===== src/rtl/lsu_ctrl.sv =====
// Load/store unit bus controller: accepts one core memory access at a time,
// runs it over split read/write bus channels and returns a one-cycle response.
module lsu_ctrl #(
  parameter int unsigned TIMEOUT = 255
) (
  input  logic        clk,
  input  logic        rst_n,
  input  logic        req_valid,
  output logic        req_ready,
  input  logic        req_wen,
  input  logic [2:0]  req_funct3,
  input  logic [31:0] req_addr,
  input  logic [31:0] req_wdata,
  output logic        resp_valid,
  output logic [31:0] resp_rdata,
  output logic [31:0] resp_addr,
  output logic [2:0]  resp_funct3,
  output logic [1:0]  resp_err,
  output logic        mem_arvalid,
  input  logic        mem_arready,
  output logic [31:0] mem_araddr,
  input  logic        mem_rvalid,
  output logic        mem_rready,
  input  logic [31:0] mem_rdata,
  input  logic [1:0]  mem_rresp,
  output logic        mem_awvalid,
  input  logic        mem_awready,
  output logic [31:0] mem_awaddr,
  output logic        mem_wvalid,
  input  logic        mem_wready,
  output logic [31:0] mem_wdata,
  output logic [3:0]  mem_wstrb,
  input  logic        mem_bvalid,
  output logic        mem_bready,
  input  logic [1:0]  mem_bresp
);

  localparam int unsigned CW = (TIMEOUT > 1) ? $clog2(TIMEOUT) : 1;
  localparam logic [CW-1:0] CNT_LAST = CW'(TIMEOUT - 1);

  typedef enum logic [2:0] {
    S_IDLE  = 3'd0,
    S_RADDR = 3'd1,
    S_RDATA = 3'd2,
    S_WREQ  = 3'd3,
    S_WRESP = 3'd4,
    S_RESP  = 3'd5
  } state_t;

  function automatic logic funct3_legal(input logic [2:0] f3, input logic wen);
    logic ok;
    case (f3)
      3'b000, 3'b001, 3'b010: ok = 1'b1;
      3'b100, 3'b101:         ok = ~wen;
      default:                ok = 1'b0;
    endcase
    return ok;
  endfunction

  function automatic logic addr_misaligned(input logic [2:0] f3, input logic [1:0] a);
    logic mis;
    case (f3[1:0])
      2'b10:   mis = (a != 2'b00);
      2'b01:   mis = a[0];
      default: mis = 1'b0;
    endcase
    return mis;
  endfunction

  state_t        state_q, state_d;
  logic [CW-1:0] cnt_q, cnt_d;
  logic          req_ready_q, req_ready_d;
  logic          arvalid_q, arvalid_d, rready_q, rready_d;
  logic          awvalid_q, awvalid_d, wvalid_q, wvalid_d, bready_q, bready_d;
  logic [31:0]   araddr_q, araddr_d, awaddr_q, awaddr_d, wdata_q, wdata_d;
  logic [3:0]    wstrb_q, wstrb_d;
  logic          resp_valid_q, resp_valid_d;
  logic [31:0]   rdata_q, rdata_d, addr_q, addr_d;
  logic [2:0]    funct3_q, funct3_d;
  logic [1:0]    err_q, err_d;
  logic          aw_left_s, w_left_s, timed_out_s;

  assign aw_left_s   = awvalid_q & ~mem_awready;
  assign w_left_s    = wvalid_q & ~mem_wready;
  assign timed_out_s = (cnt_q == CNT_LAST);

  // Next-state, captured request fields and registered bus/response outputs
  always_comb begin
    state_d   = state_q;
    awvalid_d = 1'b0;
    wvalid_d  = 1'b0;
    wstrb_d   = 4'b0000;
    araddr_d  = araddr_q;
    awaddr_d  = awaddr_q;
    wdata_d   = wdata_q;
    rdata_d   = rdata_q;
    addr_d    = addr_q;
    funct3_d  = funct3_q;
    err_d     = err_q;
    case (state_q)
      S_IDLE: begin
        if (req_valid && req_ready_q) begin
          addr_d   = req_addr;
          funct3_d = req_funct3;
          rdata_d  = 32'h0000_0000;
          err_d    = 2'b00;
          if (!funct3_legal(req_funct3, req_wen)) begin
            err_d   = 2'b11;
            state_d = S_RESP;
          end else if (addr_misaligned(req_funct3, req_addr[1:0])) begin
            err_d   = 2'b01;
            state_d = S_RESP;
          end else if (req_wen) begin
            state_d   = S_WREQ;
            awaddr_d  = {req_addr[31:2], 2'b00};
            wdata_d   = req_wdata << {req_addr[1:0], 3'b000};
            awvalid_d = 1'b1;
            wvalid_d  = 1'b1;
            case (req_funct3[1:0])
              2'b00:   wstrb_d = 4'b0001 << req_addr[1:0];
              2'b01:   wstrb_d = 4'b0011 << req_addr[1:0];
              default: wstrb_d = 4'b1111;
            endcase
          end else begin
            state_d  = S_RADDR;
            araddr_d = {req_addr[31:2], 2'b00};
          end
        end else begin
          state_d = S_IDLE;
        end
      end
      S_RADDR: begin
        if (mem_arready) begin
          state_d = S_RDATA;
        end else if (timed_out_s) begin
          state_d = S_RESP;
          err_d   = 2'b11;
        end else begin
          state_d = S_RADDR;
        end
      end
      S_RDATA: begin
        if (mem_rvalid) begin
          state_d = S_RESP;
          err_d   = (mem_rresp != 2'b00) ? 2'b10 : 2'b00;
          rdata_d = (mem_rresp != 2'b00) ? 32'h0000_0000 : mem_rdata;
        end else if (timed_out_s) begin
          state_d = S_RESP;
          err_d   = 2'b11;
        end else begin
          state_d = S_RDATA;
        end
      end
      S_WREQ: begin
        if (!aw_left_s && !w_left_s) begin
          state_d = S_WRESP;
        end else if (timed_out_s) begin
          state_d = S_RESP;
          err_d   = 2'b11;
        end else begin
          awvalid_d = aw_left_s;
          wvalid_d  = w_left_s;
          wstrb_d   = wstrb_q;
        end
      end
      S_WRESP: begin
        if (mem_bvalid) begin
          state_d = S_RESP;
          err_d   = (mem_bresp != 2'b00) ? 2'b10 : 2'b00;
        end else if (timed_out_s) begin
          state_d = S_RESP;
          err_d   = 2'b11;
        end else begin
          state_d = S_WRESP;
        end
      end
      S_RESP:  state_d = S_IDLE;
      default: state_d = S_IDLE;
    endcase

    // The watchdog restarts on every state change, so each handshake gets its own budget
    if ((state_d != state_q) || (state_q == S_IDLE) || (state_q == S_RESP)) begin
      cnt_d = '0;
    end else begin
      cnt_d = cnt_q + CW'(1);
    end

    req_ready_d  = (state_d == S_IDLE);
    arvalid_d    = (state_d == S_RADDR);
    rready_d     = (state_d == S_RDATA);
    bready_d     = (state_d == S_WRESP);
    resp_valid_d = (state_d == S_RESP);
  end

  // State and output registers
  always_ff @(posedge clk or negedge rst_n) begin
    if (!rst_n) begin
      state_q      <= S_IDLE;
      cnt_q        <= '0;
      req_ready_q  <= 1'b0;
      arvalid_q    <= 1'b0;
      rready_q     <= 1'b0;
      awvalid_q    <= 1'b0;
      wvalid_q     <= 1'b0;
      bready_q     <= 1'b0;
      araddr_q     <= 32'h0000_0000;
      awaddr_q     <= 32'h0000_0000;
      wdata_q      <= 32'h0000_0000;
      wstrb_q      <= 4'b0000;
      resp_valid_q <= 1'b0;
      rdata_q      <= 32'h0000_0000;
      addr_q       <= 32'h0000_0000;
      funct3_q     <= 3'b000;
      err_q        <= 2'b00;
    end else begin
      state_q      <= state_d;
      cnt_q        <= cnt_d;
      req_ready_q  <= req_ready_d;
      arvalid_q    <= arvalid_d;
      rready_q     <= rready_d;
      awvalid_q    <= awvalid_d;
      wvalid_q     <= wvalid_d;
      bready_q     <= bready_d;
      araddr_q     <= araddr_d;
      awaddr_q     <= awaddr_d;
      wdata_q      <= wdata_d;
      wstrb_q      <= wstrb_d;
      resp_valid_q <= resp_valid_d;
      rdata_q      <= rdata_d;
      addr_q       <= addr_d;
      funct3_q     <= funct3_d;
      err_q        <= err_d;
    end
  end

  assign req_ready   = req_ready_q;
  assign resp_valid  = resp_valid_q;
  assign resp_rdata  = rdata_q;
  assign resp_addr   = addr_q;
  assign resp_funct3 = funct3_q;
  assign resp_err    = err_q;
  assign mem_arvalid = arvalid_q;
  assign mem_araddr  = araddr_q;
  assign mem_rready  = rready_q;
  assign mem_awvalid = awvalid_q;
  assign mem_awaddr  = awaddr_q;
  assign mem_wvalid  = wvalid_q;
  assign mem_wdata   = wdata_q;
  assign mem_wstrb   = wstrb_q;
  assign mem_bready  = bready_q;

endmodule


===== config.mk =====
export PLATFORM = sky130hd
export DESIGN_NAME = lsu_ctrl
export DESIGN_NICKNAME = d
export VERILOG_FILES = /design/src/rtl/lsu_ctrl.sv
export SDC_FILE = /design/constraint.sdc
export NUM_CORES = 1
export LEC_CHECK = 0
export CORE_UTILIZATION = 49
export CTS_CLUSTER_SIZE = 24
export DETAILED_ROUTE_END_ITERATION = 10
export PLACE_DENSITY = 0.87
export SYNTH_ARGS = -nofsm -noshare
export SYNTH_HDL_FRONTEND = slang
export SYNTH_SLANG_ARGS = --single-unit

===== constraint.sdc =====
create_clock -name clk -period 4.4 [get_ports clk]
set_clock_uncertainty 0.1 [all_clocks]
set_input_delay 0.44 -clock clk [delete_from_list [all_inputs] [get_ports clk]]
set_output_delay 0.44 -clock clk [all_outputs]
set_load 0.02 [all_outputs]

==> metrics.csv, run 1 <==
metric,value,unit
outcome,"complete, no violations",
cts_tree,yes,
nFillCells,1127,
synthCells,753,
cp_common_cell,buf_4,
post_cts_resized,0,
p_per_area,659.2,nW/µm²
die_area,16820,µm²
final_common_cell,clkdlybuf4s50_1,
critical_path_required,4.63,ns
die_x,129.7,µm
worstSetupPathType,register to register,
drt_first_pass_iters,4,
syn_area_per_cell,10.61,µm²
critical_path.slowest_cell,nand4_4,
grt_setup_unrepaired,false,
syn_to_final_growth,44.60,%
start_kind,register,
power_leakage,5.113,nW
place.gp.congestion,0.8098,
grt_overflow,0,
regArea,4579,µm²
cts_buffers,17,
totalWireLength,22290,µm
die_h,129.7,µm
ys_seq_elements,183,
worst_pin_slew,1.148,ns
coreArea,15890,µm²
critPathCaptureType,register,
clock_latency,0.42,ns
ant_nets,0,
rows,46,
cts_max_level,4,
async_reset_ff_frac,1.000,
crit_path_cell_trace,"nor4_4, buf_4, nand4_4, buf_4, o31ai_1",
hold_path_class,input port to asynchronous set/reset pin,
synth.distinct_cells,61,
drc,0,
ys_warn_count,0,
holdBufCountCts,0,
route.vias.total,6524,
synth_ff_type,dfrtp_1,
io_buffers,283,
grt_pass1_vias,6237,
multi_input_area,3152,µm²
cpPeakStageDelay,0.62,ns
grtUsageTotal,0.2692,
synth-edff-count,0,
peakVddDrop,0.0004886,V
hold_slack,0.02913,ns
finalHoldViolCount,0,
antenna_found_initial,0,
fin_crit,3.188,ns
max_cap_viol_count,0,
final_cell_mix,"clkdlybuf4s50_1, nand2_1, dfrtp_1",
period_share,0.7247,
wl_met1,8777,µm
ctsRootBufferMaster,clkbuf_16,
arrival,3.42,ns
fmax,313.6,MHz
dr_wl_met3,2427,µm
slew_headroom,0.2329,
dp_hpwl,15810,µm
wl_met2,10390,µm
vias_per_cell,5.240,
antenna_cells,0,
routedWlPerCell,17.90,µm
cp_num_buf_inv,2,
yosysSeqAreaShare,0.5733,
cts_sinks,183,
initialDrtViolationCount,315,
initial_utilization,0.5028,
critPathMaxFanout,42,
drv_slew,0,
nets,1133,
critPathTopFamily,buffers and inverters,
cts_setup_buffers,0,
io_pins,288,
clockBufferDepth,2,
finalSetupTns,0,ns
clk_pin_slew,0.07,ns
grt_pass1_wl,33750,µm
grt_max_degree,109,
drive_gt1_frac,0.1030,
dr.max_layer_used,met4,
finalSetupViolations,0,
synth_area,7988,µm²
final cells by class:
class / instances / share of cell area
Clock buffer: 17 / 0.03683
Clock inverter: 15 / 0.01647
Inverter: 9 / 0.002925
Multi-Input combinational cell: 515 / 0.2729
Sequential cell: 183 / 0.3965
Tap cell: 216 / 0.02340
Timing Repair Buffer: 290 / 0.2510
metal layers:
layer | track usage | vias to the layer above
met3 | 0.1123 | 42
met4 | 0.1142 | 0
li1 | - | 3061
met5 | 0 | -
met1 | 0.3281 | 3135
met2 | 0.4212 | 286
path summary, 6_finish.rpt:
kind | from | end | slack, ns | cells after the start
max | state_q[2] | mem_wdata[8] | 1.21 | 5
min | rst_n | resp_rdata[11] | 0.03 | 1
max reg2reg | state_q[2] | mem_wdata[8] | 1.21 | 5
min reg2reg | mem_awaddr[20] | mem_awaddr[20] | 0.37 | 2
max in group asynchronous | rst_n | mem_wdata[1] | 3.23 | 2
min in group clk | mem_awaddr[20] | mem_awaddr[20] | 0.37 | 2
cell families (layout without fill, tap and decap cells):
family,Yosys count,in the layout,share of synthesized area
AND/OR/NAND/NOR,301,301,0.1665
XOR/XNOR,7,7,0.007676
adder cells (fa/ha/maj),5,5,0.007832
AO/OA/AOI/OAI,115,115,0.09383
flip-flops,183,183,0.5733
other,1,4,0.0004695
buffers and inverters,58,331,0.03540
multiplexers,83,83,0.1150
stage by stage:
step | util | cells | cell area (µm²) | setup WS [ns] | power (mW)
after floorplan | - | 756 | 7999 | 2.206 | 4.370
after global placement | 0.6883 | 1213 | 10930 | 1.016 | 5.956
after CTS | 0.7271 | 1245 | 11550 | 1.207 | 7.672
after detailed placement | 0.6883 | 1213 | 10930 | 0.9038 | 6.039
final | 0.7271 | 1245 | 11550 | 1.212 | 7.613
after global routing | 0.7271 | 1245 | 11550 | 0.9877 | 7.994
worst register-to-register path, cell delays in order (launching register included):
cell,delay [ns]
dfrtp_1,0.59
nor4_4,0.40
buf_4,0.55
nand4_4,0.63
buf_4,0.54
o31ai_1,0.29
cells in the mapped netlist (2+ instances only):
cell type	instances	share of area
o21bai_1	2	0.0019
dfrtp_1	183	0.57
and4_1	2	0.0022
inv_1	8	0.0038
nand3_1	13	0.0081
a211oi_1	8	0.0075
nor2b_1	13	0.010
buf_4	11	0.010
nand2_1	222	0.10
nand3b_1	2	0.0019
nand4_1	2	0.0016
xnor2_1	2	0.0022
o21a_1	2	0.0019
a31oi_1	2	0.0016
a21oi_1	21	0.013
o31ai_2	6	0.0094
nor2_1	21	0.0099
o21ai_1	9	0.0056
nand2b_1	3	0.0023
ha_1	5	0.0078
mux2_1	30	0.042
o31ai_1	4	0.0038
clkbuf_1	21	0.0099
buf_2	13	0.0081
mux2i_1	16	0.020
a22o_1	2	0.0022
buf_1	3	0.0014
xor2_1	5	0.0055
mux2_2	36	0.051
o22ai_1	3	0.0023
a21oi_2	4	0.0044
o21ai_0	41	0.026
nor3_2	3	0.0038
nor3_1	8	0.0050
sequential cells by signal, summed over array words and instances, names as in the netlist, 3 cells and up:
| signal | flops |
|---|---|
| resp_rdata | 32 |
| resp_funct3 | 3 |
| state_q | 3 |
| mem_araddr | 30 |
| mem_wdata | 32 |
| mem_wstrb | 4 |
| cnt_q | 8 |
| mem_awaddr | 30 |
| resp_addr | 32 |
power breakdown:
part	internal, mW	leakage, nW	total [mW]	switching (mW)
Clock	0.909	0.307	1.59	0.683
Combinational	1.59	2.42	3.34	1.75
Sequential	2.29	2.38	2.68	0.392
No activity file was read; power rests on OpenSTA's default activity.
==> run 2, diff against run 1 <==
--- a/config.mk
+++ b/config.mk
@@ -5,10 +5,10 @@
 export SDC_FILE = /design/constraint.sdc
 export NUM_CORES = 1
 export LEC_CHECK = 0
-export CORE_UTILIZATION = 49
+export CORE_UTILIZATION = 45
 export CTS_CLUSTER_SIZE = 24
 export DETAILED_ROUTE_END_ITERATION = 10
-export PLACE_DENSITY = 0.87
+export PLACE_DENSITY = 0.8
 export SYNTH_ARGS = -nofsm -noshare
 export SYNTH_HDL_FRONTEND = slang
 export SYNTH_SLANG_ARGS = --single-unit
==> constraint.sdc (replaced) <==
create_clock -name clk -period 3 [get_ports clk]
set_clock_uncertainty 0.1 [all_clocks]
set_input_delay 0.3 -clock clk [delete_from_list [all_inputs] [get_ports clk]]
set_output_delay 0.3 -clock clk [all_outputs]
set_load 0.02 [all_outputs]
==> run 2 against run 1 <==
Against the previous run:
- utilization decreased by 5.0 points
- design area increased by 1.3%
- clock-buffer cell count increased by 1
- critical path type unchanged
- highest routed layer unchanged
- register-to-register slack got worse by 0.62 ns
==> metrics.csv, run 2 (synthesis results as in run 1) <==
metric,value,unit,change
power.share.clock,0.219,,was 0.209
cpPeakStageDelay,0.72,ns,was 0.62 ns
ant_nets,0,,unchanged
drt_first_pass_iters,5,,was 4
period_share,0.8027,,was 0.7247
grt_overflow,0,,unchanged
fmax,415.2,MHz,was 313.6 MHz
grt_pass1_vias,6403,,was 6237
final_cell_mix,"clkdlybuf4s50_1, nand2_1, dfrtp_1",,unchanged
drc,0,,unchanged
io_buffers,283,,unchanged
final_common_cell,clkdlybuf4s50_1,,unchanged
route.vias.total,6454,,was 6524
ctsRootBufferMaster,clkbuf_16,,unchanged
initial_utilization,0.4618,,was 0.5028
finalSetupTns,0,ns,unchanged
finalHoldViolCount,0,,unchanged
critical_path.slowest_cell,dfrtp_1,,was nand4_4
clock_latency,0.43,ns,was 0.42 ns
worstSetupPathType,register to register,,unchanged
drv_slew,0,,unchanged
cts_max_level,4,,unchanged
routedWlPerCell,17.36,µm,was 17.90 µm
vias_per_cell,5.110,,was 5.240
clockBufferDepth,2,,unchanged
drive_gt1_frac,0.1098,,was 0.1030
die_h,135.2,µm,was 129.7 µm
peakVddDrop,0.0006173,V,was 0.0004886 V
grt_max_degree,66,,was 109
p_per_area,963.8,nW/µm²,was 659.2 nW/µm²
dp_hpwl,15540,µm,was 15810 µm
cts_tree,yes,,unchanged
worst_pin_slew,0.7089,ns,was 1.148 ns
outcome,"complete, no violations",,unchanged
arrival,2.64,ns,was 3.42 ns
start_kind,register,,unchanged
antenna_found_initial,0,,unchanged
totalWireLength,21920,µm,was 22290 µm
design_area,11710,µm²,was 11550 µm²
cts_sinks,183,,unchanged
cp_num_buf_inv,0,,was 2
slew_headroom,0.5264,,was 0.2329
seqPwrFrac,0.347,,was 0.353
place.gp.congestion,0.8263,,was 0.8098
crit_path_cell_trace,"and4bb_4, nor2_1, o211ai_1, a311oi_1, a31oi_2, nor3_1",,"was nor4_4, buf_4, nand4_4, buf_4, o31ai_1"
antenna_cells,0,,unchanged
clk_pin_slew,0.07,ns,about the same
max_cap_viol_count,0,,unchanged
cts_buffers,17,,unchanged
power.switching,4.123,mW,was 2.825 mW
hold_slack,0.2640,ns,was 0.02913 ns
switching_share,0.3655,,was 0.3711
placed_area,11050,µm²,was 10930 µm²
die_area,18290,µm²,was 16820 µm²
grt_setup_unrepaired,false,,unchanged
power_leakage,5.184,nW,was 5.113 nW
die_x,135.2,µm,was 129.7 µm
cts_setup_buffers,0,,unchanged
io_pins,288,,unchanged
p_int,7.158,mW,was 4.788 mW
fin_crit,2.408,ns,was 3.188 ns
critPathMaxFanout,18,,was 42
critPathTopFamily,simple AND/OR/NAND/NOR gates,,was buffers and inverters
grtUsageTotal,0.2444,,was 0.2692
hold_path_class,input port to asynchronous set/reset pin,,unchanged
initialDrtViolationCount,332,,was 315
rows,48,,was 46
critical_path_required,3.24,ns,was 4.63 ns
syn_to_final_growth,46.54,%,was 44.60%
nets,1143,,was 1133
r2r_slack,0.59,ns,was 1.21 ns
p_comb_frac,0.435,,was 0.438
finalSetupViolations,0,,unchanged
coreArea,17300,µm²,was 15890 µm²
grt_pass1_wl,34200,µm,was 33750 µm
critPathCaptureType,register,,unchanged
## run 2: changes by cell type in the layout (fill, tap and decap cells not counted), sizes merged
cell	change
dlygate4sd3	+1
inv	+2
buf	+9
bufinv	+1
clkinvlp	+1
clkbuf	+1
clkinv	-6
## run 2: final timing paths
check / from / end / cells after the start
worst min register to register: mem_awaddr[18] / mem_awaddr[18] / 2
worst min-delay path: rst_n / resp_rdata[5] / 2
worst max register to register: state_q[0] / cnt_q[5] / 6
min in group clk: mem_rdata[30] / resp_rdata[30] / 3
max in group asynchronous: rst_n / mem_awaddr[4] / 3
worst max-delay path: state_q[0] / cnt_q[5] / 6
## run 2: stage by stage
stage / std cells / worst slack, ns / total power, mW / utilization
2_1_floorplan: 756 / 0.9457 / 6.409 / -
3_3_place_gp: 1231 / 0.3934 / 8.739 / 0.6389
3_5_place_dp: 1231 / 0.3103 / 8.846 / 0.6389
4_1_cts: 1263 / 0.6486 / 11.37 / 0.6767
5_1_grt: 1263 / 0.4502 / 11.85 / 0.6767
6_report: 1263 / 0.5918 / 11.28 / 0.6767
## run 2: metal layers
layer	vias to the layer above	GRT usage	routed length, µm
met4	0	0.07241	360
met5	-	0	0
li1	3070	-	-
met3	21	0.09989	2332
met2	251	0.3849	10150
met1	3112	0.3080	9084
## run 2: final cells by class
class / count / area (µm²)
fill: 1379 / 5592
multi-input combinational: 515 / 3152
tap: 225 / 281.5
sequential: 183 / 4579
timing repair buffer: 300 / 3014
clock buffer: 18 / 439.2
clock inverter: 13 / 205.2
inverter: 9 / 33.78
## run 2: what timing repair did
action                                 in CTS  in global routing
gates resized for setup                     0                  0
endpoints found under the hold margin      44                  0
hold buffers                                1                  0
## run 2: power by group through the flow
| stage | registers, mW | logic [mW] | clock network (mW) |
|---|---|---|---|
| floorplan | 4.93 | 1.47 | 0 |
| global placement | 3.90 | 4.84 | 0 |
| detailed placement | 3.94 | 4.90 | 0 |
| CTS | 3.92 | 4.94 | 2.51 |
| global route | 4.02 | 5.23 | 2.60 |
| finish | 3.91 | 4.90 | 2.47 |
